**src/rtl/dmem_arbiter_pkg.sv**
```systemverilog
// Shared types and defaults for the data-memory arbiter.
// cnt_width sizes a counter that must be able to hold the value max.
package dmem_arb_pkg;

  localparam int AW_DEF       = 32;
  localparam int DW_DEF       = 32;
  localparam int MAX_WAIT_DEF = 4;
  localparam int LOCK_MAX_DEF = 8;

  typedef enum logic {ARB, LOCKED} arb_state_t;
  typedef enum logic {OWN_C, OWN_D} owner_t;

  function automatic int cnt_width(input int max);
    return $clog2(max + 1);
  endfunction

endpackage

```
**src/rtl/dmem_arbiter_if.sv**
```systemverilog
// Bus bundle between the two requesters, the arbiter and the data memory.
// slave = arbiter side, master = requester/memory side.
interface dmem_arbiter_if
  import dmem_arb_pkg::*;
#(
  parameter int AW = AW_DEF,
  parameter int DW = DW_DEF
);
  logic          c_req;
  logic          c_we;
  logic [AW-1:0] c_addr;
  logic [DW-1:0] c_wdata;
  logic          c_gnt;
  logic          c_rvalid;
  logic [DW-1:0] c_rdata;
  logic          stall_core;

  logic          d_req;
  logic          d_we;
  logic          d_lock;
  logic [AW-1:0] d_addr;
  logic [DW-1:0] d_wdata;
  logic          d_gnt;
  logic          d_rvalid;
  logic [DW-1:0] d_rdata;

  logic          m_en;
  logic          m_we;
  logic [AW-1:0] m_addr;
  logic [DW-1:0] m_wdata;
  logic [DW-1:0] m_rdata;

  modport slave (
    input  c_req, c_we, c_addr, c_wdata,
    input  d_req, d_we, d_lock, d_addr, d_wdata,
    input  m_rdata,
    output c_gnt, c_rvalid, c_rdata, stall_core,
    output d_gnt, d_rvalid, d_rdata,
    output m_en, m_we, m_addr, m_wdata
  );

  modport master (
    output c_req, c_we, c_addr, c_wdata,
    output d_req, d_we, d_lock, d_addr, d_wdata,
    output m_rdata,
    input  c_gnt, c_rvalid, c_rdata, stall_core,
    input  d_gnt, d_rvalid, d_rdata,
    input  m_en, m_we, m_addr, m_wdata
  );
endinterface

```
**src/rtl/dmem_arbiter_sat_counter.sv**
```systemverilog
// Saturating up-counter. clr together with inc restarts the count at 1;
// hit_max flags that the value being loaded this cycle equals MAX.
module arb_sat_counter #(
  parameter int W   = 3,
  parameter int MAX = 4
) (
  input  logic clk,
  input  logic reset_n,
  input  logic clr,
  input  logic inc,
  output logic at_max,
  output logic hit_max
);
  logic [W-1:0] cnt_q, cnt_d;

  always_comb begin
    cnt_d = cnt_q;
    if (clr)
      cnt_d = inc ? W'(1) : '0;
    else if (inc && !at_max)
      cnt_d = cnt_q + W'(1);
  end

  assign at_max  = (cnt_q == W'(MAX));
  assign hit_max = inc && (cnt_d == W'(MAX));

  always_ff @(posedge clk or negedge reset_n) begin
    if (!reset_n)
      cnt_q <= '0;
    else
      cnt_q <= cnt_d;
  end
endmodule

```
**src/rtl/dmem_arbiter.sv**
```systemverilog
// Data-memory arbiter: core (C) and debug (D) share one synchronous-read port.
// Grants are combinational; read data returns to its owner one cycle later.
//
// state  | meaning
// ARB    | core has priority; D wins when alone or after MAX_WAIT denials
// LOCKED | debug owns the memory; core stalled until d_lock drops or LOCK_MAX grants
module dmem_arbiter
  import dmem_arb_pkg::*;
#(
  parameter int AW       = AW_DEF,
  parameter int DW       = DW_DEF,
  parameter int MAX_WAIT = MAX_WAIT_DEF,
  parameter int LOCK_MAX = LOCK_MAX_DEF
) (
  input  logic          clk,
  input  logic          reset_n,
  dmem_arbiter_if.slave bus
);
  localparam int WAIT_W = cnt_width(MAX_WAIT);
  localparam int LOCK_W = cnt_width(LOCK_MAX);

  arb_state_t    state_q, state_d;
  owner_t        rd_owner_q, rd_owner_d;
  logic          core_prio_q, core_prio_d;
  logic          rd_pend_q, rd_pend_d;
  logic          c_gnt, d_gnt, lock_hold;
  logic          wait_at_max, lock_hit;
  logic          wait_hit_unused, lock_at_max_unused;
  logic [AW-1:0] m_addr;
  logic [DW-1:0] m_wdata;

  assign lock_hold = (state_q == LOCKED) && bus.d_lock;

  arb_sat_counter #(.W(WAIT_W), .MAX(MAX_WAIT)) u_wait_cnt (
    .clk     (clk),
    .reset_n (reset_n),
    .clr     (d_gnt || !bus.d_req),
    .inc     (bus.d_req && !d_gnt),
    .at_max  (wait_at_max),
    .hit_max (wait_hit_unused)
  );

  // Lock count only survives while the lock is held; an ARB-state grant with d_lock restarts it at 1.
  arb_sat_counter #(.W(LOCK_W), .MAX(LOCK_MAX)) u_lock_cnt (
    .clk     (clk),
    .reset_n (reset_n),
    .clr     (!lock_hold),
    .inc     (d_gnt && bus.d_lock),
    .at_max  (lock_at_max_unused),
    .hit_max (lock_hit)
  );

  always_comb begin
    c_gnt = 1'b0;
    d_gnt = 1'b0;
    if (reset_n) begin
      if (lock_hold) begin
        d_gnt = bus.d_req;
      end else begin
        c_gnt = bus.c_req && (core_prio_q || !(bus.d_req && wait_at_max));
        d_gnt = bus.d_req && !c_gnt;
      end
    end

    bus.m_we = 1'b0;
    m_addr   = '0;
    m_wdata  = '0;
    if (c_gnt) begin
      bus.m_we = bus.c_we;
      m_addr   = bus.c_addr;
      m_wdata  = bus.c_wdata;
    end else if (d_gnt) begin
      bus.m_we = bus.d_we;
      m_addr   = bus.d_addr;
      m_wdata  = bus.d_wdata;
    end
    bus.m_en    = c_gnt || d_gnt;
    bus.m_addr  = m_addr;
    bus.m_wdata = m_wdata;

    bus.c_gnt      = c_gnt;
    bus.d_gnt      = d_gnt;
    bus.stall_core = reset_n && bus.c_req && !c_gnt;
    bus.c_rvalid   = rd_pend_q && (rd_owner_q == OWN_C);
    bus.d_rvalid   = rd_pend_q && (rd_owner_q == OWN_D);
    bus.c_rdata    = bus.c_rvalid ? bus.m_rdata : '0;
    bus.d_rdata    = bus.d_rvalid ? bus.m_rdata : '0;
  end

  always_comb begin
    state_d     = state_q;
    core_prio_d = 1'b0;
    if (d_gnt && bus.d_lock) begin
      state_d     = lock_hit ? ARB : LOCKED;
      core_prio_d = lock_hit;
    end else if (!lock_hold) begin
      state_d = ARB;
    end
    rd_pend_d  = (c_gnt && !bus.c_we) || (d_gnt && !bus.d_we);
    rd_owner_d = d_gnt ? OWN_D : OWN_C;
  end

  always_ff @(posedge clk or negedge reset_n) begin
    if (!reset_n) begin
      state_q     <= ARB;
      core_prio_q <= 1'b0;
      rd_pend_q   <= 1'b0;
      rd_owner_q  <= OWN_C;
    end else begin
      state_q     <= state_d;
      core_prio_q <= core_prio_d;
      rd_pend_q   <= rd_pend_d;
      rd_owner_q  <= rd_owner_d;
    end
  end
endmodule

```
**src/flat_wrapper.sv**
```systemverilog
// flat-port wrapper written by rule: the top's interface ports become plain ports
module dmem_arbiter_flat import dmem_arb_pkg::*;
#(
  parameter int AW       = AW_DEF,
  parameter int DW       = DW_DEF,
  parameter int MAX_WAIT = MAX_WAIT_DEF,
  parameter int LOCK_MAX = LOCK_MAX_DEF
)
  (clk, reset_n, bus_c_req, bus_c_we, bus_c_addr, bus_c_wdata, bus_d_req, bus_d_we, bus_d_lock, bus_d_addr, bus_d_wdata, bus_m_rdata, bus_c_gnt, bus_c_rvalid, bus_c_rdata, bus_stall_core, bus_d_gnt, bus_d_rvalid, bus_d_rdata, bus_m_en, bus_m_we, bus_m_addr, bus_m_wdata);
  dmem_arbiter_if #(.AW(AW), .DW(DW)) bus_i ();
  input  logic clk;
  input  logic reset_n;
  input wire logic [$bits(bus_i.c_req)-1:0] bus_c_req;
  input wire logic [$bits(bus_i.c_we)-1:0] bus_c_we;
  input wire logic [$bits(bus_i.c_addr)-1:0] bus_c_addr;
  input wire logic [$bits(bus_i.c_wdata)-1:0] bus_c_wdata;
  input wire logic [$bits(bus_i.d_req)-1:0] bus_d_req;
  input wire logic [$bits(bus_i.d_we)-1:0] bus_d_we;
  input wire logic [$bits(bus_i.d_lock)-1:0] bus_d_lock;
  input wire logic [$bits(bus_i.d_addr)-1:0] bus_d_addr;
  input wire logic [$bits(bus_i.d_wdata)-1:0] bus_d_wdata;
  input wire logic [$bits(bus_i.m_rdata)-1:0] bus_m_rdata;
  output wire logic [$bits(bus_i.c_gnt)-1:0] bus_c_gnt;
  output wire logic [$bits(bus_i.c_rvalid)-1:0] bus_c_rvalid;
  output wire logic [$bits(bus_i.c_rdata)-1:0] bus_c_rdata;
  output wire logic [$bits(bus_i.stall_core)-1:0] bus_stall_core;
  output wire logic [$bits(bus_i.d_gnt)-1:0] bus_d_gnt;
  output wire logic [$bits(bus_i.d_rvalid)-1:0] bus_d_rvalid;
  output wire logic [$bits(bus_i.d_rdata)-1:0] bus_d_rdata;
  output wire logic [$bits(bus_i.m_en)-1:0] bus_m_en;
  output wire logic [$bits(bus_i.m_we)-1:0] bus_m_we;
  output wire logic [$bits(bus_i.m_addr)-1:0] bus_m_addr;
  output wire logic [$bits(bus_i.m_wdata)-1:0] bus_m_wdata;
  assign bus_i.c_req = bus_c_req;
  assign bus_i.c_we = bus_c_we;
  assign bus_i.c_addr = bus_c_addr;
  assign bus_i.c_wdata = bus_c_wdata;
  assign bus_i.d_req = bus_d_req;
  assign bus_i.d_we = bus_d_we;
  assign bus_i.d_lock = bus_d_lock;
  assign bus_i.d_addr = bus_d_addr;
  assign bus_i.d_wdata = bus_d_wdata;
  assign bus_i.m_rdata = bus_m_rdata;
  assign bus_c_gnt = bus_i.c_gnt;
  assign bus_c_rvalid = bus_i.c_rvalid;
  assign bus_c_rdata = bus_i.c_rdata;
  assign bus_stall_core = bus_i.stall_core;
  assign bus_d_gnt = bus_i.d_gnt;
  assign bus_d_rvalid = bus_i.d_rvalid;
  assign bus_d_rdata = bus_i.d_rdata;
  assign bus_m_en = bus_i.m_en;
  assign bus_m_we = bus_i.m_we;
  assign bus_m_addr = bus_i.m_addr;
  assign bus_m_wdata = bus_i.m_wdata;
  dmem_arbiter #(.AW(AW), .DW(DW), .MAX_WAIT(MAX_WAIT), .LOCK_MAX(LOCK_MAX)) u_core (.clk(clk), .reset_n(reset_n), .bus(bus_i));
endmodule
```
**config.mk**
```make
export PLATFORM = sky130hd
export DESIGN_NAME = dmem_arbiter_flat
export DESIGN_NICKNAME = d
export VERILOG_FILES = /design/src/rtl/dmem_arbiter_pkg.sv /design/src/rtl/dmem_arbiter_if.sv /design/src/rtl/dmem_arbiter_sat_counter.sv /design/src/rtl/dmem_arbiter.sv /design/src/flat_wrapper.sv
export SDC_FILE = /design/constraint.sdc
export NUM_CORES = 1
export LEC_CHECK = 0
export CAP_MARGIN = 10
export CORE_AREA = 2 2 118 120
export DETAILED_ROUTE_END_ITERATION = 8
export DIE_AREA = 0 0 120 122
export SLEW_MARGIN = 20
export SYNTH_ARGS = -nofsm -noshare
export SYNTH_HDL_FRONTEND = slang
export SYNTH_SLANG_ARGS = --single-unit
```
**constraint.sdc**
```tcl
create_clock -name clk -period 1.9 [get_ports clk]
set_input_delay 0.38 -clock clk [delete_from_list [all_inputs] [get_ports clk]]
set_output_delay 0.38 -clock clk [all_outputs]
set_load 0.05 [all_outputs]
```
Word-level counts from Yosys, hierarchy flattened
Index checks and enable logic that the tools add are counted.
{"block": "classes", "n_bitwise": 1, "addsub": 2, "n_reduce_logical": 29, "n_eq_ne": 4, "n_mux": 23}
{"op": "32-bit 2-to-1 mux", "n": 6}
{"op": "1-bit logical AND", "n": 15}
{"op": "1-bit 2-to-1 mux", "n": 13}
{"op": "1-bit logical NOT", "n": 9}
{"op": "4-bit == test, second input constant", "n": 2}
{"op": "4-bit 2-to-1 mux", "n": 2}
{"op": "3-bit 2-to-1 mux", "n": 2}
{"op": "4-bit by 1-bit adder with 4-bit output, second input constant", "n": 1}
{"op": "1-bit logical OR", "n": 4}
{"op": "3-bit by 1-bit adder with 3-bit output, second input constant", "n": 1}
{"op": "3-bit == test, second input constant", "n": 1}
{"op": "2-bit != test, second input constant", "n": 1}
{"op": "2-bit nonzero test", "n": 1}
{"op": "1-bit NOT", "n": 1}
{"block": "word_totals", "output_inout_bits": 135, "input_bits": 167, "register_bits": 11}

Longest topological paths before layout
{"block": "logic_depth", "word_depth": 17, "depth_mapped": 8}

Hierarchy
A second synthesis with hierarchy kept.
{"block": "hier_totals", "cells_unflattened": 370, "hier_area_um2": 2508.7}
{"module": "dmem_arbiter", "cells_each": 318, "area_per_inst_um2": 1988.2, "instances": 1, "seq_area_each_um2": 100.1}
{"module": "arb_sat_counter (u_core.u_lock_cnt)", "cells_each": 30, "area_per_inst_um2": 295.3, "instances": 1, "seq_area_each_um2": 100.1}
{"module": "arb_sat_counter (u_core.u_wait_cnt)", "cells_each": 22, "area_per_inst_um2": 225.2, "instances": 1, "seq_area_each_um2": 75.1}

Least setup slack after synthesis
Ideal clock, no wire load.
{"block": "synth_path", "kind": "reg2out", "start": "register u_core.u_wait_cnt.cnt_q[0]", "end": "output port bus_m_en", "t_arrival_ns": 2.013, "stages_incl_launch_ff": 6, "required_time_ns": 1.520, "slack_ns": -0.493, "cell_sequence": "dfrtp_1 inv_1 ha_1 nand4b_1 nand3_1 o21ai_0"}
{"block": "synth_via", "elab_chain_len": 10, "word_cells_on_any_way": 12, "classes_between": "eq/ne: 1; mux: 4; reduce/logical: 7"}
{"element": "start, declared", "line_no": "dmem_arbiter_sat_counter.sv:14", "source": "logic [W-1:0] cnt_q, cnt_d;"}
{"element": "start signal, assigned", "line_no": "dmem_arbiter_sat_counter.sv:31", "source": "cnt_q <= cnt_d;"}
{"element": "3-bit == test (*)", "line_no": "dmem_arbiter_sat_counter.sv:24", "source": "assign at_max = (cnt_q == W'(MAX));"}
{"element": "1-bit logical AND (*)", "line_no": "dmem_arbiter.sv:60", "source": "c_gnt = bus.c_req && (core_prio_q || !(bus.d_req && wait_at_max));"}
{"element": "1-bit logical NOT (*)", "line_no": "dmem_arbiter.sv:60"}
{"element": "1-bit logical OR (*)", "line_no": "dmem_arbiter.sv:60"}
{"element": "1-bit logical AND (*)", "line_no": "dmem_arbiter.sv:60"}
{"element": "1-bit logical NOT", "line_no": "dmem_arbiter.sv:61", "source": "d_gnt = bus.d_req && !c_gnt;"}
{"element": "1-bit logical AND", "line_no": "dmem_arbiter.sv:61"}
{"element": "1-bit 2-to-1 mux", "line_no": "dmem_arbiter.sv:57", "source": "if (lock_hold) begin"}
{"element": "1-bit 2-to-1 mux", "line_no": "dmem_arbiter.sv:56", "source": "if (reset_n) begin"}
{"element": "1-bit logical OR (*)", "line_no": "dmem_arbiter.sv:77", "source": "bus.m_en = c_gnt || d_gnt;"}
{"element": "end, declared", "line_no": "flat_wrapper.sv:30", "source": "output wire logic [$bits(bus_i.m_en)-1:0] bus_m_en;"}
Mark *: on every way between the ends. The rest lies on a longest branch, timed or not.

Worst setup path in the final report
{"block": "layout_path", "start": "register u_core.u_wait_cnt.cnt_q[0]", "end": "output port bus_m_addr[16]"}
{"block": "layout_via", "elab_chain_len": 11, "word_cells_on_any_way": 13, "classes_between": "eq/ne: 1; mux: 6; reduce/logical: 6"}
{"element": "3-bit == test (*)", "line_no": "dmem_arbiter_sat_counter.sv:24"}
{"element": "1-bit logical AND (*)", "line_no": "dmem_arbiter.sv:60"}
{"element": "1-bit logical NOT (*)", "line_no": "dmem_arbiter.sv:60"}
{"element": "1-bit logical OR (*)", "line_no": "dmem_arbiter.sv:60"}
{"element": "1-bit logical AND (*)", "line_no": "dmem_arbiter.sv:60"}
{"element": "1-bit logical NOT", "line_no": "dmem_arbiter.sv:61"}
{"element": "1-bit logical AND", "line_no": "dmem_arbiter.sv:61"}
{"element": "1-bit 2-to-1 mux", "line_no": "dmem_arbiter.sv:57"}
{"element": "1-bit 2-to-1 mux", "line_no": "dmem_arbiter.sv:56"}
{"element": "32-bit 2-to-1 mux", "line_no": "dmem_arbiter.sv:72", "source": "end else if (d_gnt) begin"}
{"element": "32-bit 2-to-1 mux (*)", "line_no": "dmem_arbiter.sv:68", "source": "if (c_gnt) begin"}
{"element": "end, declared", "line_no": "flat_wrapper.sv:32", "source": "output wire logic [$bits(bus_i.m_addr)-1:0] bus_m_addr;"}
Marks and branches as above.

==> impl_metrics.py <==
metrics = {
    "die": {
        "die_x_um": 120,
        "rows": 43,
        "io-pin-count": 302,
        "die_area_sq_um": 14600,
        "start_util": 0.129,
        "core_sq_um": 13500,
        "dieHeight_um": 122,
    },
    "critical_path": {
        "critPathLaunchType": "flip-flop",
        "cp.required_ns": 1.52,
        "worstPathArrival_ns": 2.03,
        "max_stage_delay_ns": 0.38,
        "crit_top_cell": "buf_12",
        "path_max_fanout": 6,
        "worstPathCellList": "inv_2 > ha_4 > nand4b_1 > a31oi_4 > buf_6 > buf_12 > buf_16 > a22o_4 > buf_12",
        "cpMaxStageDelayCell": "dfrtp_1",
        "end_kind": "primary output",
        "criticalPathCategory": "flip-flop to primary output",
    },
    "global_routing": {
        "antenna_found_initial": 0,
        "grt_pass1_vias": 3383,
        "grt_overflow": 0,
        "grtUsageTotal": 0.164,
        "grt_max_degree": 34,
        "grt_pass1_wl_um": 19100,
    },
    "route": {
        "route.detailed.drc": 0,
        "drt_iter0_drc": 64,
        "drt-total-wl_um": 12700,
        "via_count": 3118,
        "antenna_left": 0,
        "wl_per_cell_um": 17.6,
        "dr.pass1.iters": 4,
        "viasPerCell": 4.30,
    },
    "cells_and_area": {
        "post-route-util": 0.548,
        "instances_no_fill": 725,
        "antennaDiodeCount": 0,
        "finalInstanceArea_sq_um": 7390,
        "area_delta_synth_final_pct": 324,
        "fin_nets": 717,
        "drive_above_1_share": 0.472,
    },
    "pwr": {
        "p_leak_uw": 0.00324,
        "p_per_area_nw_per_um2": 363,
        "vdd_drop_max_v": 0.000260,
    },
    "run_status": {
        "status": "complete, but fails checks",
        "violations": "negative setup slack",
    },
    "sta": {
        "fin_crit_sh": 1.27,
        "fin_crit_ns": 2.41,
        "tns_ns": -32.24,
        "slew_headroom": 0.817,
        "rsz0062_at_grt": "yes",
        "finalHoldViolations": 0,
        "setup_viol": 69,
        "skew_ns": 0.00274,
        "fmax_mhz": 415,
        "final_max_slew_viol_count": 0,
        "setup_ws_ns": -0.510,
        "tightest_slew_ns": 0.271,
    },
    "synth": {
        "synth-edff-count": 0,
        "synthArstFlopShare": 1.00,
        "synth_warnings": 0,
        "synth_seq_cells": 11,
        "synth_fp_nets": 390,
        "netlist_area_sq_um": 1750,
        "synth_top_area_frac": 0.326,
        "synth_commonest_cells": "a22o_1 (65), and3_1 (34), and2_1 (33)",
        "netlist-cell-type-count": 29,
        "synth_most_common_cell": "a22o_1",
        "synth_ff_type": "dfrtp_1",
        "netlist_instances": 219,
        "syn_avg_cell_area_sq_um": 7.97,
        "synth_top_cell_by_area": "a22o_1",
        "yosysSeqAreaShare": 0.158,
        "synth_area_leaders": "a22o_1 (33%), dfrtp_1 (16%), and3_1 (12%), and2_1 (12%), buf_6 (5.2%)",
    },
    "job": {
        "cap_violations": 0,
    },
    "worst_hold_path": {
        "min_path_type": "input port to async pin",
    },
    "clock_tree": {
        "clock_sinks": 11,
        "cts_buffer_depth": 2,
        "numCtsBuffers": 3,
        "clk_pin_slew_ns": 0.04,
        "cts_hold_buf": 0,
        "clk_root_buffer_cell": "clkbuf_16",
        "cts-htree-levels": 1,
        "insertion_delay_ns": 0.23,
        "cts_tree": "done",
    },
    "placement": {
        "place_ws_ns": -0.538,
        "placed_cell_area_sq_um": 6980,
        "place_hpwl_um": 10400,
        "io_buffers": 301,
        "dp_cells": 706,
        "gp_congestion": 0.811,
    },
}
[layer usage]
metal | up-vias | track usage | share of wire
met5 | - | 0 | 0
met4 | 0 | 0.0221 | 0.0076
met3 | 6 | 0.0403 | 0.079
met2 | 164 | 0.328 | 0.56
met1 | 1461 | 0.176 | 0.35
li1 | 1487 | - | -
[report_power, final]
part / switching, uW / internal [uW]
Combinational: 930 / 1130
Sequential: 7.45 / 247
Clock: 90.9 / 280
Total: 1030 / 1660
[through the flow]
stage,total power [uW],hold WS [ns]
finish,2690,0.180
global route,2800,0.207
CTS,2700,0.538
detailed placement,2230,0.537
global placement,2210,0.522
floorplan,1100,0.0844
[state kept, by name, indices dropped and copies added (netlist names)]
name / count
u_core.u_lock_cnt.cnt_q: 4
u_core.state_q: 1
u_core.rd_pend_q: 1
u_core.core_prio_q: 1
u_core.u_wait_cnt.cnt_q: 3
u_core.rd_owner_q: 1
[path summary, 6_finish.rpt]
check | end | slack, ns | from | depth (start not counted)
max | bus_m_addr[16] | -0.51 | u_core.u_wait_cnt.cnt_q[0] | 9
min | u_core.u_lock_cnt.cnt_q[0] | 0.18 | reset_n | 2
max reg2reg | u_core.u_wait_cnt.cnt_q[2] | 0.06 | u_core.u_wait_cnt.cnt_q[0] | 9
min reg2reg | u_core.u_lock_cnt.cnt_q[0] | 0.54 | u_core.state_q | 2
max in group asynchronous | u_core.u_wait_cnt.cnt_q[0] | 1.59 | reset_n | 2
min in group clk | u_core.u_lock_cnt.cnt_q[0] | 0.54 | u_core.state_q | 2
[critical path: cells and delay by family (launching register included)]
family	cells	cell delay (ns)
AO/OA/AOI/OAI	2	0.45
adder cells (fa/ha/maj)	1	0.13
buffers and inverters	5	0.61
flip-flops	1	0.38
AND/OR/NAND/NOR	1	0.22
[cells by family (layout without fill, tap and decap cells)]
| kind of cell | Yosys count | in the layout | share of synthesized area |
|---|---|---|---|
| fa+ha+maj | 4 | 4 | 0.0287 |
| xor+xnor | 3 | 3 | 0.0151 |
| flops | 11 | 11 | 0.158 |
| compound gates | 78 | 78 | 0.376 |
| mux | 2 | 2 | 0.0122 |
| simple gates | 92 | 92 | 0.308 |
| buf+inv | 29 | 355 | 0.103 |
[placed cells by master (no fill, tap or decap), drive strengths merged, types with 2 or more instances in the layout]
cell,count
buf,177
clkdlybuf4s50,164
a22o,65
and3,34
and2,33
dfrtp,11
nor2,8
inv,6
nand2,5
a21oi,5
clkbuf,5
nand3,4
ha,4
o21ai,3
a31oi,3
xnor2,2
nor3,2
nand2b,2
[layout make-up]
cell class | instances | area (sq um)
Fill cell | 1129 | 6110
Timing Repair Buffer | 345 | 4960
Multi-Input combinational cell | 179 | 1840
Sequential cell | 11 | 275
Tap cell | 180 | 225
Clock buffer | 4 | 78.8
Inverter | 6 | 22.5
[timing repair]
action | in CTS | in global routing
setup endpoints to repair | 69 | 75
gates cloned | 6 | 1
buffers inserted | 9 | 1
pin swaps | 8 | 4
gates resized for setup | 16 | 7
Power figures use the tool's default switching activity.
